--- src/rtl/cnt_pkg.sv ---
// Shared constants and helpers for the synchronous counter family.
package cnt_pkg;

    localparam logic CNT_UP   = 1'b1;
    localparam logic CNT_DOWN = 1'b0;

    // Ceiling log2; returns 0 for inputs of 0 or 1.
    function automatic int clog2(input longint unsigned v);
        int r;
        longint unsigned x;
        r = 0;
        x = (v > 64'd0) ? v - 64'd1 : 64'd0;
        while (x != 64'd0) begin
            x = x >> 1;
            r = r + 1;
        end
        return r;
    endfunction

endpackage

--- src/rtl/tff_cell.sv ---
// One counter bit: rising-edge T flip-flop with synchronous clear and parallel load.
module tff_cell (
    input  logic clk,
    input  logic clr,
    input  logic ld,
    input  logic d,
    input  logic t,
    output logic q
);

    logic q_q;
    logic q_d;

    always_comb begin
        q_d = q_q;
        if (ld)
            q_d = d;
        else if (t)
            q_d = ~q_q;
    end

    always_ff @(posedge clk) begin
        if (clr)
            q_q <= 1'b0;
        else
            q_q <= q_d;
    end

    assign q = q_q;

endmodule

--- src/rtl/sync_mod_counter.sv ---
// Synchronous up/down modulo counter with load, enable and a cascadable terminal count.
module sync_mod_counter
    import cnt_pkg::*;
#(
    parameter int              WIDTH   = 6,
    parameter longint unsigned MODULUS = 64'd1 << WIDTH
) (
    input  logic             clk,
    input  logic             clr,
    input  logic             en,
    input  logic             up,
    input  logic             load,
    input  logic [WIDTH-1:0] load_val,
    output logic [WIDTH-1:0] count,
    output logic             tc,
    output logic             wrap
);

    localparam logic [WIDTH-1:0] MAX_C = WIDTH'(MODULUS - 64'd1);

    logic [WIDTH-1:0] count_q;
    logic [WIDTH-1:0] next_count;
    logic [WIDTH-1:0] sat_val;
    logic [WIDTH-1:0] tgl;
    logic             at_term;
    logic             wrap_q;
    logic             wrap_d;

    always_comb begin
        next_count = count_q;
        at_term    = 1'b0;
        if (up == CNT_UP) begin
            at_term    = (count_q == MAX_C);
            next_count = at_term ? '0 : count_q + WIDTH'(1);
        end else begin
            at_term    = (count_q == '0);
            next_count = at_term ? MAX_C : count_q - WIDTH'(1);
        end
        // With a full binary modulus MAX_C is all ones and this never saturates.
        sat_val = (load_val > MAX_C) ? MAX_C : load_val;
        tc      = en & at_term;
        wrap_d  = tc & ~load;
        // Only bits that differ from the next value toggle; en gating keeps X on up harmless.
        tgl     = {WIDTH{en}} & (next_count ^ count_q);
    end

    for (genvar i = 0; i < WIDTH; i++) begin : g_bit
        tff_cell u_cell (
            .clk (clk),
            .clr (clr),
            .ld  (load),
            .d   (sat_val[i]),
            .t   (tgl[i]),
            .q   (count_q[i])
        );
    end

    always_ff @(posedge clk) begin
        if (clr)
            wrap_q <= 1'b0;
        else
            wrap_q <= wrap_d;
    end

    assign count = count_q;
    assign wrap  = wrap_q;

endmodule
--- config.mk ---
export PLATFORM = sky130hd
export DESIGN_NAME = sync_mod_counter
export DESIGN_NICKNAME = d
export VERILOG_FILES = /design/src/rtl/cnt_pkg.sv /design/src/rtl/tff_cell.sv /design/src/rtl/sync_mod_counter.sv
export SDC_FILE = /design/constraint.sdc
export NUM_CORES = 1
export LEC_CHECK = 0
export BUFFER_PORTS_ARGS = -buffer_cell sky130_fd_sc_hd__clkbuf_2
export CORE_MARGIN = 4
export CORE_UTILIZATION = 43
export DETAILED_ROUTE_END_ITERATION = 8
export PLACE_DENSITY = 0.83
export SYNTH_ARGS = -nofsm -noshare
export SYNTH_HDL_FRONTEND = slang
export SYNTH_SLANG_ARGS = --single-unit
--- constraint.sdc ---
create_clock -name clk -period 1.4 [get_ports clk]
set_input_delay 0.07 -clock clk [delete_from_list [all_inputs] [get_ports clk]]
set_output_delay 0.07 -clock clk [all_outputs]
set_load 0.02 [all_outputs]
-- Yosys cells after proc, flatten, opt, wreduce, memory -nomap -nowiden
Index checks and enable logic that the tools add are counted.
- multiplexer cells: 17
- magnitude comparators: 1
- add/sub/neg operators: 2
- equality and inequality tests: 1
- reductions and logical operators: 7
- bitwise gates (word level): 11
- operators with widths (kind ; count):
    2-to-1 mux 6 bit ; 4
    2-to-1 mux 1 bit ; 13
    nonzero test 2 bit ; 6
    NOT 1 bit ; 7
    adder 6 x 1 -> 6 bit, second input constant ; 1
    AND 6 bit ; 1
    == test 6 bit, second input constant ; 1
    > comparator 6 bit, second input constant ; 1
    logical NOT 6 bit ; 1
    subtractor 6 x 1 -> 6 bit, second input constant ; 1
    XOR 6 bit ; 1
    AND 1 bit ; 2
- input bits: 11
- output and inout bits: 8
- bits in registers: 7
- logic and storage cells: 46

-- Logic depth before layout (Yosys ltp)
- depth after elaboration: 7
- mapped depth: 6
- gate-level depth less buffers: 6

-- Modules after synthesis
From an unflattened synthesis, not the netlist that was laid out.
- cells, all modules: 79
- area total of the unflattened synthesis: 648.1 um^2
- modules (own cells, without submodules) (module ; times used ; area an instance (um^2) ; cells an instance ; sequential area each (um^2)):
    sync_mod_counter ; 1 ; 340.3 ; 49 ; 20.0
    tff_cell ; 6 ; 51.3 ; 5 ; 20.0

-- Least setup slack after synthesis
OpenSTA, ideal clock, no wires.
- path kind: register to register
- from: register g_bit[2].u_cell.q_q
- to: register g_bit[5].u_cell.q_q
- data required time: 1280 ps
- slack: -102 ps
- setup time: 120 ps
- arrival time: 1383 ps
- stages on the path, launching flop included: 6
- cell sequence: dfxtp_1 > buf_6 > or4_4 > nor3_2 > a211oi_1 > o31a_1
- word-level cells in the longest chain between the ends: 6
- RTL lines (item ; RTL line ; RTL):
    start, declared ; tff_cell.sv:11 ; logic q_q;
    start signal, assigned ; tff_cell.sv:26 ; q_q <= q_d;
    subtractor 6 x 1 -> 6 bit (tied with other cells) ; sync_mod_counter.sv:37 ; next_count = at_term ? MAX_C : count_q - WIDTH'(1);
    2-to-1 mux 6 bit, on equally long branches ; sync_mod_counter.sv:37, sync_mod_counter.sv:34 ;
    2-to-1 mux 6 bit (*) ; sync_mod_counter.sv:32 ; if (up == CNT_UP) begin
    XOR 6 bit (*) ; sync_mod_counter.sv:44 ; tgl = {WIDTH{en}} & (next_count ^ count_q);
    AND 6 bit (*) ; sync_mod_counter.sv:44 ;
    nonzero test 2 bit (no line) (*) ; n/a ;
    end signal, assigned ; tff_cell.sv:26 ;
    end, declared ; tff_cell.sv:11 ;
Every way passes the cells marked *; elsewhere a longest branch is shown, timed or not.
A chain may end at the register's enable or synchronous reset.

-- Worst setup path in the final report
- from: register g_bit[5].u_cell.q_q
- to: output port tc
- word-level cells in the longest chain between the ends: 3
- RTL lines (item ; RTL line ; RTL):
    == test 6 bit or logical NOT 6 bit (tied branches) ; sync_mod_counter.sv:33, sync_mod_counter.sv:36 ;
    2-to-1 mux 1 bit (*) ; sync_mod_counter.sv:32 ;
    AND 1 bit (*) ; sync_mod_counter.sv:41 ; tc = en & at_term;
    end, declared ; sync_mod_counter.sv:15 ; output logic tc,
Marked as above.

==> summary.md <==
| Metric | Value |
|---|---|
| RSZ-0062 raised after global routing | `yes` |
| Antenna-violating nets left | `0` |
| Vias in the first global route | `approximately 700` |
| Clock power share | `26.9%` |
| Die Height | `44.9 µm` |
| FP Rows | `13` |
| Post-synthesis sequential area ratio | `about a quarter` |
| Net Sw Power | `0.264 mW` |
| FF-to-FF End | `g_bit[5].u_cell.q$_SDFFE_PP0P_` |
| Yosys warns | `0` |
| CTS tree | `built` |
| CP peak stage delay | `about 0.37 ns` |
| Most frequent cell after synthesis | `nand2_1` |
| Fraction of registers with async set/reset | `0%` |
| Leakage dissipation | `0.404 nW` |
| Area contributors post-synth | `dfxtp_1, buf_4, a211oi_1` |
| Status | `finished with violations` |
| Synth Register Bits | `7` |
| Crit share post-route | `109%` |
| TNS Setup | `-0.285 ns` |
| Initial Utilization | `45.5%` |
| Peak VDD IR | `0.000444 V` |
| Num CTS Buffers | `3` |
| H-tree levels | `1` |
| Core area | `1280 µm²` |
| Setup violators final | `4` |
| Max-Cap Viols | `0` |
| Worst Path Buf+Inv | `1` |
| Tot Pwr | `roughly 0.74 mW` |
| Slowest stage cell, crit path | `dfxtp_4` |
| Failing checks | `negative setup slack` |
| Required @ worst endpoint | `1.33 ns` |
| Net Sw Frac | `between 30% and 40%` |
| Register Area | `~160 µm²` |
| Type of the worst setup path | `reg2out` |
| Routed wire length | `2.07 mm` |
| Hold_buf cts | `0` |
| I/O pin total | `19` |
| Clock Skews | `between 0.003 and 0.004 ns` |
| Crit-path cells | `nor4_4 > nor2b_4 > o21a_1 > clkbuf_8` |
| CTS sink cnt | `7` |
| Cell family with most CP delay | `simple AND/OR/NAND/NOR gates` |
| Mapped Area | `584 µm²` |
| P_int | `around 0.47 mW` |
| WHS Endpoint | `g_bit[0].u_cell.q$_SDFFE_PP0P_` |
| Worst hold path type | `in2reg` |
| CTS clk-pin slew, worst paths | `0.06 ns` |
| R2r startpoint | `g_bit[1].u_cell.q$_SDFFE_PP0P_` |
| Post-Syn Area per Cell | `7.59 µm²` |
| Min-Delay Startpoint | `load_val[0]` |
| Crit end category | `output port` |
| Iter 0 DRT Violations | `26` |
| Initial antenna violation count | `0` |
| Antenna diode count | `0` |
| Commonest cells in the netlist | `nand2_1, dfxtp_1, buf_4, o21ai_0` |
| Final HPWL DP | `between 1 and 1.5 mm` |
| Number of synthesized flops with an enable pin | `0` |
| Minimum clock period | `1.52 ns` |
| Arrival time of the worst setup path | `1.45 ns` |
| Layout cells sized above 1 | `58.3%` |
| Non-Filler Instances | `~120` |
| Post-synth net total | `90` |
| Headroom to the max-slew limit | `around four fifths` |
| Post-route DRC | `0` |
| Avg WL per Cell | `16.8 µm` |
| All-Layer GR Usage | `roughly 23%` |
| Net count, final | `122` |
| Worst skew pair latency | `0.27 ns` |
| Vias per cell | `5.75` |
| Cells after synthesis | `77` |
| Prevailing post-synth register cell | `dfxtp_1` |
| Clk buf depth | `2` |
| Measured slew at the worst slew-check pin | `0.301 ns` |
| # port buffers | `18` |
| DRT Pass-1 Iters | `6` |
| Gr ovfl total | `0` |
| Root Driver | `clkbuf_4` |
| Yosys top cell area share | `a little under a quarter` |
| Area of the multi-input gates | `452 µm²` |
| Combinational Power Share | `40.1%` |
| GP Congestion | `0.876` |
| Fillers | `100` |
| Pin count of the biggest net entering global routing | `12` |
| Via count | `about 710` |
| Seq pwr share | `33.0%` |
| P&R area growth vs syn | `55.9%` |
| Die span in x | `44.9 µm` |
| DP Cell Count | `approximately 110` |
| Slew Viols, Final | `0` |
| Type of origin of the critical path | `register` |
| Fmax | `656 MHz` |
| Final worst slack | `-0.124 ns` |
| Cell taking the most area after synthesis | `dfxtp_1` |
| Hold Path Stages | `3` |
| R2R cell count | `4` |
| Die Area | `2010 µm²` |
| Post-synth cell types | `36` |
| Worst-path fanout max | `7` |
| Reg2Reg Setup Slack | `-0.09 ns` |
| Global-route wire length before repair | `3.29 mm` |
| PwrDens | `just over 800 nW/µm²` |
| Final Hold Viols | `0` |
-- cells by family (layout without fill, tap and decap cells) --
family / Yosys count / after routing / share of synthesized area (%)
flip-flops: 7 / 7 / 24.0
buffers and inverters: 13 / 44 / 13.7
adder cells (fa/ha/maj): 2 / 2 / 4.28
XOR/XNOR: 2 / 2 / 3.00
AND/OR/NAND/NOR: 31 / 31 / 29.3
AO/OA/AOI/OAI: 22 / 22 / 25.7
-- sequential cells by signal (all words and copies together) (netlist names) --
register        flops
wrap                1
g_bit.u_cell.q      6
-- worst max path at each step --
stage	slack, ns	depth (start not counted)	start	endpoint
after floorplan	-0.10	5	g_bit[2].u_cell.q$_SDFFE_PP0P_	g_bit[5].u_cell.q$_SDFFE_PP0P_
after global placement	-0.05	4	g_bit[1].u_cell.q$_SDFFE_PP0P_	g_bit[5].u_cell.q$_SDFFE_PP0P_
after detailed placement	-0.08	5	g_bit[0].u_cell.q$_SDFFE_PP0P_	g_bit[5].u_cell.q$_SDFFE_PP0P_
after CTS	-0.06	4	g_bit[3].u_cell.q$_SDFFE_PP0P_	tc
after global routing	-0.19	4	g_bit[5].u_cell.q$_SDFFE_PP0P_	tc
final	-0.12	4	g_bit[5].u_cell.q$_SDFFE_PP0P_	tc
-- power by group through the flow --
stage / logic [mW] / clock network, mW / registers [mW]
after floorplan: 0.145 / 0 / 0.237
after global placement: 0.194 / 0 / 0.241
after detailed placement: 0.200 / 0 / 0.243
after CTS: 0.258 / 0.200 / 0.242
after global routing: 0.319 / 0.213 / 0.245
final: 0.296 / 0.199 / 0.244
-- layer usage --
layer | vias to the layer above | global-route usage [%] | wire length [µm]
met1 | 319 | 27.5 | 798
met5 | - | 0 | 0
met2 | 40 | 35.5 | 997
met4 | 0 | 9.94 | 53
li1 | 340 | - | -
met3 | 8 | 8.76 | 217
-- stage by stage --
stage	setup WS [ns]	cell area, µm²	hold slack (ns)	utilization, %
final	-0.124	911	0.0367	70.9
after global placement	-0.0505	692	0.314	53.8
after global routing	-0.191	911	0.0301	70.9
after CTS	-0.0559	855	0.0360	66.5
after floorplan	-0.102	584	0.139	-
after detailed placement	-0.0811	692	0.322	53.8
-- layout by cell type, fill, tap and decap left out, drive strengths merged --
cell	synthesis	routed
or2	1	1
o21ai	6	6
o311ai	1	1
and3	2	2
or3	1	1
xor2	1	1
nor2b	1	1
a21oi	2	2
dfxtp	7	7
nor2	5	5
nand2	9	9
o22ai	1	1
ha	2	2
nand3	2	2
o32a	1	1
o31a	1	1
or4	1	1
xnor2	1	1
nand4	2	2
nor4b	1	1
o21a	2	2
and2	1	1
inv	3	3
nor3	1	1
and4	1	1
a211oi	5	5
o311a	1	1
a31oi	1	1
buf	8	19
nand2b	1	1
clkbuf	2	22
nor4	2	2
a21boi	1	1
-- worst min-delay path, cell delays in order --
cell and delay (ns):
clkbuf_2 0.08, nand2_1 0.05, a21oi_1 0.06
-- area by class of cell --
type,count,share of cell area (%)
Tap cell,15,2.06
Inverter,3,1.24
Multi-Input combinational cell,57,49.6
Sequential cell,7,17.3
Timing Repair Buffer,37,26.9
Clock buffer,4,2.88
-- what timing repair did --
action                     in CTS  in global routing
gates resized for setup        23                 10
setup endpoints to repair       6                  6
setup buffers                   7                  3
pin swaps                       4                  5
No activity file was read; power rests on OpenSTA's default activity.
